$ cat config.mk
export PLATFORM = sky130hd
export DESIGN_NAME = inst_fetch_queue
export DESIGN_NICKNAME = d
export VERILOG_FILES = /design/src/rtl/inst_fetch_queue.sv
export SDC_FILE = /design/constraint.sdc
export NUM_CORES = 1
export LEC_CHECK = 0
export BUFFER_PORTS_ARGS = -buffer_cell sky130_fd_sc_hd__buf_2
export CAP_MARGIN = 10
export CORE_MARGIN = 2
export CORE_UTILIZATION = 40
export DETAILED_ROUTE_END_ITERATION = 6
export PLACE_DENSITY = 0.56
export SYNTH_ARGS = -nofsm -noshare
export SYNTH_HDL_FRONTEND = slang
export SYNTH_SLANG_ARGS = --single-unit
export TNS_END_PERCENT = 10
$ cat constraint.sdc
create_clock -name clk -period 8.35 [get_ports clk]
set_input_delay 0.835 -clock clk [delete_from_list [all_inputs] [get_ports clk]]
set_output_delay 0.835 -clock clk [all_outputs]
set_load 0.1 [all_outputs]
$ cat src/rtl/inst_fetch_queue.sv
// Instruction fetch queue: issues sequential fetches and buffers {pc,inst} pairs for decode.
// Latency: 2 cycles from imem_addr_ok to out_valid with a single-cycle memory.
// Backpressure: out_ready low fills the queue; a credit check stops fetching before it can overflow.
module inst_fetch_queue #(
  parameter logic [31:0] RESET_PC = 32'hBFC0_0000,
  parameter int          DEPTH    = 4   // power of two, 2..16
) (
  input  logic        clk,
  input  logic        rst,
  output logic        imem_req,
  output logic [31:0] imem_addr,
  input  logic        imem_addr_ok,
  input  logic        imem_data_ok,
  input  logic [31:0] imem_rdata,
  output logic        out_valid,
  input  logic        out_ready,
  output logic [31:0] out_inst,
  output logic [31:0] out_pc,
  input  logic        redirect,
  input  logic [31:0] redirect_pc
);

  localparam int PW = $clog2(DEPTH);
  localparam int CW = PW + 1;
  localparam logic [CW:0] LP_DEPTH = (CW+1)'(DEPTH);

  logic [31:0]   r_fetch_pc;
  logic [31:0]   r_req_pc;
  logic [PW-1:0] r_head;
  logic [PW-1:0] r_tail;
  logic [CW-1:0] r_count;
  logic          r_outstanding;
  logic          r_discard;
  logic [31:0]   r_pc_mem   [DEPTH];
  logic [31:0]   r_inst_mem [DEPTH];

  logic          w_complete;
  logic          w_fire;
  logic          w_push;
  logic          w_pop;
  logic          w_room;
  logic [CW:0]   w_used;

  // An outstanding request finishing this cycle frees the single request slot.
  assign w_complete = r_outstanding & imem_data_ok;

  // Credit: queued entries plus the in-flight one must leave space for a new fetch.
  assign w_used = {1'b0, r_count} + {{CW{1'b0}}, r_outstanding};
  assign w_room = (w_used < LP_DEPTH);

  // Request is gated by rst so it is low for the whole reset window.
  assign imem_req  = rst & (~r_outstanding | imem_data_ok) & w_room;
  assign imem_addr = r_fetch_pc;
  assign w_fire    = imem_req & imem_addr_ok;

  // Redirect suppresses both push and pop: the whole queue is being thrown away.
  assign w_push    = w_complete & ~r_discard & ~redirect;
  assign out_valid = (r_count != '0);
  assign w_pop     = out_valid & out_ready & ~redirect;

  assign out_pc   = r_pc_mem[r_head];
  assign out_inst = r_inst_mem[r_head];

  // Fetch PC: redirect wins over the sequential +4 advance.
  always_ff @(posedge clk or negedge rst) begin
    if (!rst) begin
      r_fetch_pc <= RESET_PC;
    end else if (redirect) begin
      r_fetch_pc <= redirect_pc;
    end else if (w_fire) begin
      r_fetch_pc <= r_fetch_pc + 32'd4;
    end
  end

  // Track the single in-flight request and remember its address for the push.
  always_ff @(posedge clk or negedge rst) begin
    if (!rst) begin
      r_outstanding <= 1'b0;
      r_req_pc      <= '0;
    end else if (w_fire) begin
      r_outstanding <= 1'b1;
      r_req_pc      <= r_fetch_pc;
    end else if (w_complete) begin
      r_outstanding <= 1'b0;
    end
  end

  // Discard flag: the in-flight request (old or accepted now) belongs to the stale path.
  always_ff @(posedge clk or negedge rst) begin
    if (!rst) begin
      r_discard <= 1'b0;
    end else if (redirect) begin
      r_discard <= (r_outstanding & ~imem_data_ok) | w_fire;
    end else if (w_complete) begin
      r_discard <= 1'b0;
    end
  end

  // Queue pointers and occupancy; pointers wrap naturally at DEPTH.
  always_ff @(posedge clk or negedge rst) begin
    if (!rst) begin
      r_head  <= '0;
      r_tail  <= '0;
      r_count <= '0;
    end else if (redirect) begin
      r_head  <= r_tail;
      r_count <= '0;
    end else begin
      if (w_push) r_tail <= r_tail + PW'(1);
      if (w_pop)  r_head <= r_head + PW'(1);
      if (w_push && !w_pop) begin
        r_count <= r_count + CW'(1);
      end else if (!w_push && w_pop) begin
        r_count <= r_count - CW'(1);
      end
    end
  end

  // Entry storage: plain registers, written at the tail on push.
  always_ff @(posedge clk) begin
    if (w_push) begin
      r_pc_mem[r_tail]   <= r_req_pc;
      r_inst_mem[r_tail] <= imem_rdata;
    end
  end

endmodule
### Word level (Yosys, flattened, before mapping)

Memories as Yosys holds them, arrays and structs flattened.
Index checks and enable logic that the tools add are counted.

* register bits after elaboration: 73
* memory bits (writable): 256
* bits in latches: 0
* logic and storage cells: 54
* memories kept: 2
* bits in read-only memories: 0

* div/mod/pow operators: 0
* order comparisons: 1
* add/subtract/negate cells: 6
* muxes and demuxes: 12
* multipliers: 0
* bitwise logic cells: 15
* equality and inequality tests: 0
* shift operators: 0
* reductions and logical operators: 11

Memories
* r_inst_mem: words 4, width 32, read ports 1, clocked after memory_dff 0, write ports 1, line 35 `logic [31:0] r_inst_mem [DEPTH];`
* r_pc_mem: words 4, width 32, read ports 1, clocked after memory_dff 0, write ports 1, line 34 `logic [31:0] r_pc_mem [DEPTH];`

Operators by type and width (count)
* $mux W32: 2
* $add A32 B3 Y32 const B: 1
* $and A1 B1 Y1: 9
* $mux W3: 3
* $reduce_bool A2 Y1: 4
* $reduce_bool A3 Y1: 2
* $mux W1: 5
* $add A2 B1 Y2 const B: 2
* $add A3 B1 Y4: 1
* $lt A4 B3 Y1 const B: 1
* $mux W2: 2
* $not A1 Y1: 4
* $add A3 B1 Y3 const B: 1
* $sub A3 B1 Y3 const B: 1
* $logic_and A1 B1 Y1: 2
* $logic_not A1 Y1: 2
* $or A1 B1 Y1: 2
* $reduce_and A2 Y1: 1

### Depth between registers and ports, before layout

* word-level depth: 8
* depth in mapped cells: 8
* gate-level depth less buffers: 6

### Worst setup path after synthesis

OpenSTA, ideal clock, no wires.

* path type: input to register
* from: input port imem_data_ok
* to: memory r_inst_mem[0][0], enable pin
* path slack: 5.061 ns
* stages on the path: 3
* library setup time: 0.429 ns
* arrival: 2.860 ns
* cells stage by stage: nand3b_1 nor2_1 and2_1

* cells in the longest elaborated chain, start to end: 5

Ends and longest elaborated chain
* start: declaration: line 13 `input logic imem_data_ok,`
* $and A1 B1 Y1: line 45 `assign w_complete = r_outstanding & imem_data_ok;`
* $and A1 B1 Y1 (2 in series): line 57 `assign w_push = w_complete & ~r_discard & ~redirect;`
* $mux W1: line 121 `if (w_push) begin`
* $mux W1 (implied by the code): line 123 `r_inst_mem[r_tail] <= imem_rdata;`
* end: declaration: line 35

No other way between the ends.

### Final worst setup path

* from: register r_head[0]
* to: output port out_pc[13]

* cells in the longest elaborated chain, start to end: 1

Ends and longest elaborated chain
* start: declaration: line 29 `logic [PW-1:0] r_head;`
* start signal: assignment: line 106 `r_head <= r_tail;`
* start signal: assignment: line 110 `if (w_pop) r_head <= r_head + PW'(1);`
* $mem_v2 Z4 W32
* end: declaration: line 18 `output logic [31:0] out_pc,`

No other way between the ends.

==> run_results.csv <==
group,metric,value,unit
global_routing,grt_pass1_vias,7049,
final_layout,layoutNonFillerInstCount,1298,
final_layout,final_cell_mix,"edfxtp_1, buf_2, mux4_2, dfrtp_1, clkbuf_16",
place,io_buffers,167,
critical_path,arrival,2980,ps
place,place_inst,1235,
final_layout,fin_nets,947,
final_layout,fin_util,0.483,
sta,tns,0,ps
critical_path,cp_slowest_cell,"buf_4",
critical_path,crit_required,7520,ps
floorplan,fp.dieH,184,µm
global_routing,track_usage,0.160,
place,finalWeightedCongestion,0.788,
detailed_routing,wl_per_cell,20.8,µm
critical_path,r2r-end,"r_inst_mem[0][11]",
final_layout,area_growth,18.5,%
sta,maxSlewViolCount,0,
detailed_routing,drtPass1Iterations,5,
sta,worst_hold_slack,219,ps
cts,cts_tree,"done",
yosys,async_flop_share,0.222,
final_layout,fill_cells,2689,
cts,insertion_delay,500,ps
cts,cts_buffer_depth,3,
critical_path,crit_chain,"buf_4, mux4_2, buf_2",
sta,period_share,0.457,
critical_path,reg2reg_from,"r_outstanding",
hold_path,hold_path_class,"in2async",
detailed_routing,via_per_inst,5.38,
sta,rsz0062_at_grt,"no",
cts,cts_hold_buf,0,
yosys,yosysSeqAreaShare,0.736,
cts,cts_inserted_buffers,36,
cts,h-tree-depth,2,
pwr,ir_drop,0.000226,V
yosys,synth_cell_types,55,
cts,cts_setup_buffers,0,
detailed_routing,vias,6988,
yosys,syn_area,12900,µm²
critical_path,startpoint_type,"register",
critical_path,worst-setup-path-type,"reg2out",
cts,path_clk_slew,60,ps
cts,numClockSinks,329,
critical_path,reg2reg_depth,3,
floorplan,fp.dieW,184,µm
cts,cts.repair.resized,0,
detailed_routing,ant_nets,0,
status,outcome,"finished, final reports clean",
sta,fmax,262,MHz
place,dpl.hpwl,15900,µm
sta,tightest_slew,1060,ps
sta,setup-violations-final,0,
cts,cts_root_buf,"clkbuf_16",
critical_path,cp_top_family,"buffers and inverters",
pwr,leakage,5.38,nW
global_routing,overflow,0,
flow_run,max_cap_viol_count,0,
global_routing,antenna_found_initial,0,
critical_path,worst_setup_path_end_kind,"output pin",
floorplan,start_util,0.408,
final_layout,mostFrequentLayoutCell,"edfxtp_1",
floorplan,fp-row-count,65,
global_routing,grt_max_degree,66,
pwr,powerDensity,398,nW/µm²
detailed_routing,drc,0,
critical_path,cpPeakStageDelay,820,ps
sta,relSlewSlack,0.295,
yosys,synth_area_leader_cell,"edfxtp_1",
yosys,yosysTopAreaCellShare,0.594,
floorplan,io_pins,168,
sta,fin_crit,3810,ps
yosys,synth-seq-cells,329,
detailed_routing,routed_wirelength,27000,µm
yosys,synth_cells,695,
final_layout,drive_gt1_frac,0.377,
global_routing,grt_pass1_wl,41500,µm
yosys,syn_area_per_cell,18.6,µm²
sta,final_hold_viol_count,0,
critical_path,cp_max_fo,47,
sta,fin_worst_skew,12.0,ps
detailed_routing,drtIter0Drc,418,
yosys,synth_edf_count,256,
final_layout,antennaDiodeCount,0,
critical_path,cp_num_buf_inv,2,
critical_path,ff2ff_setup_slack,5860,ps
yosys,synth_nets,771,
yosys,synthFlopType,"edfxtp_1",
floorplan,design.die.area,33800,µm²
yosys,synthTopCellsByArea,"edfxtp_1, dfrtp_1, mux4_2",
floorplan,coreArea,31700,µm²
yosys,yosys_warnings,0,
## registers in the layout, indices dropped and copies added (netlist names)
signal         count
r_inst_mem       128
r_pc_mem         128
imem_addr         32
r_req_pc          32
r_count            3
r_head             2
r_tail             2
r_discard          1
r_outstanding      1
## cell families after synthesis
group | count (synthesis) | share of synthesized area
AO/OA/AOI/OAI | 78 | 0.0409
XOR/XNOR | 9 | 0.00609
adder cells (fa/ha/maj) | 6 | 0.00638
buffers and inverters | 46 | 0.0145
flip-flops | 329 | 0.736
multiplexers | 96 | 0.139
AND/OR/NAND/NOR | 131 | 0.0570
## cell type report
class | count | area (µm²) | share of cell area
inverters | 12 | 45.0 | 0.00294
well taps | 402 | 503 | 0.0328
clock buffers | 45 | 976 | 0.0636
repair buffers | 172 | 876 | 0.0571
clock inverters | 18 | 163 | 0.0106
flip-flops and latches | 329 | 9530 | 0.622
multi-input cells | 320 | 3240 | 0.211
## how the worst max path moves through the flow
| stage | startpoint | endpoint | cells past startpoint |
|---|---|---|---|
| floorplan | imem_data_ok | r_inst_mem[0][0] | 3 |
| global route | r_head[0] | out_pc[13] | 3 |
| finish | r_head[0] | out_pc[13] | 3 |
| CTS | r_head[0] | out_pc[13] | 3 |
| detailed placement | r_head[0] | out_pc[13] | 3 |
| global placement | r_head[0] | out_pc[13] | 3 |
## stage by stage
step | total power [mW] | setup WS [ps] | instance area (µm²)
after floorplan | 4.23 | 5060 | 12900
after global placement | 4.63 | 4930 | 14200
after detailed placement | 4.65 | 4920 | 14200
after CTS | 6.18 | 4390 | 15300
after global routing | 6.35 | 4270 | 15300
final | 6.10 | 4540 | 15300
## power by group
group	leakage, nW	total [mW]	internal [mW]	switching, mW
clock network	0.559	1.53	0.919	0.606
logic	1.68	2.28	0.524	1.76
registers	3.14	2.29	2.03	0.264
## cells in the mapped netlist (all sizes together) (2+ instances only)
| cell | n |
|---|---|
| a211oi | 2 |
| a21boi | 3 |
| a31oi | 19 |
| and2 | 5 |
| and3 | 5 |
| and4 | 5 |
| buf | 10 |
| clkbuf | 24 |
| dfrtp | 64 |
| dfstp | 9 |
| edfxtp | 256 |
| ha | 5 |
| inv | 12 |
| mux2 | 31 |
| mux4 | 64 |
| nand2 | 28 |
| nand2b | 2 |
| nand3 | 13 |
| nand4 | 9 |
| nor2 | 23 |
| nor2b | 4 |
| nor3 | 5 |
| nor4 | 2 |
| o2111ai | 2 |
| o211ai | 4 |
| o21ai | 20 |
| o31a | 2 |
| o31ai | 16 |
| or3 | 6 |
| or4 | 19 |
| or4b | 2 |
| xnor2 | 5 |
| xor2 | 4 |
## layer usage
layer / routed length (µm) / GRT usage
met4: 444 / 0.0394
met1: 12300 / 0.225
met2: 12700 / 0.258
met5: 0 / 0
met3: 1580 / 0.0339
Note: power is estimated with default switching activity, not from simulation.
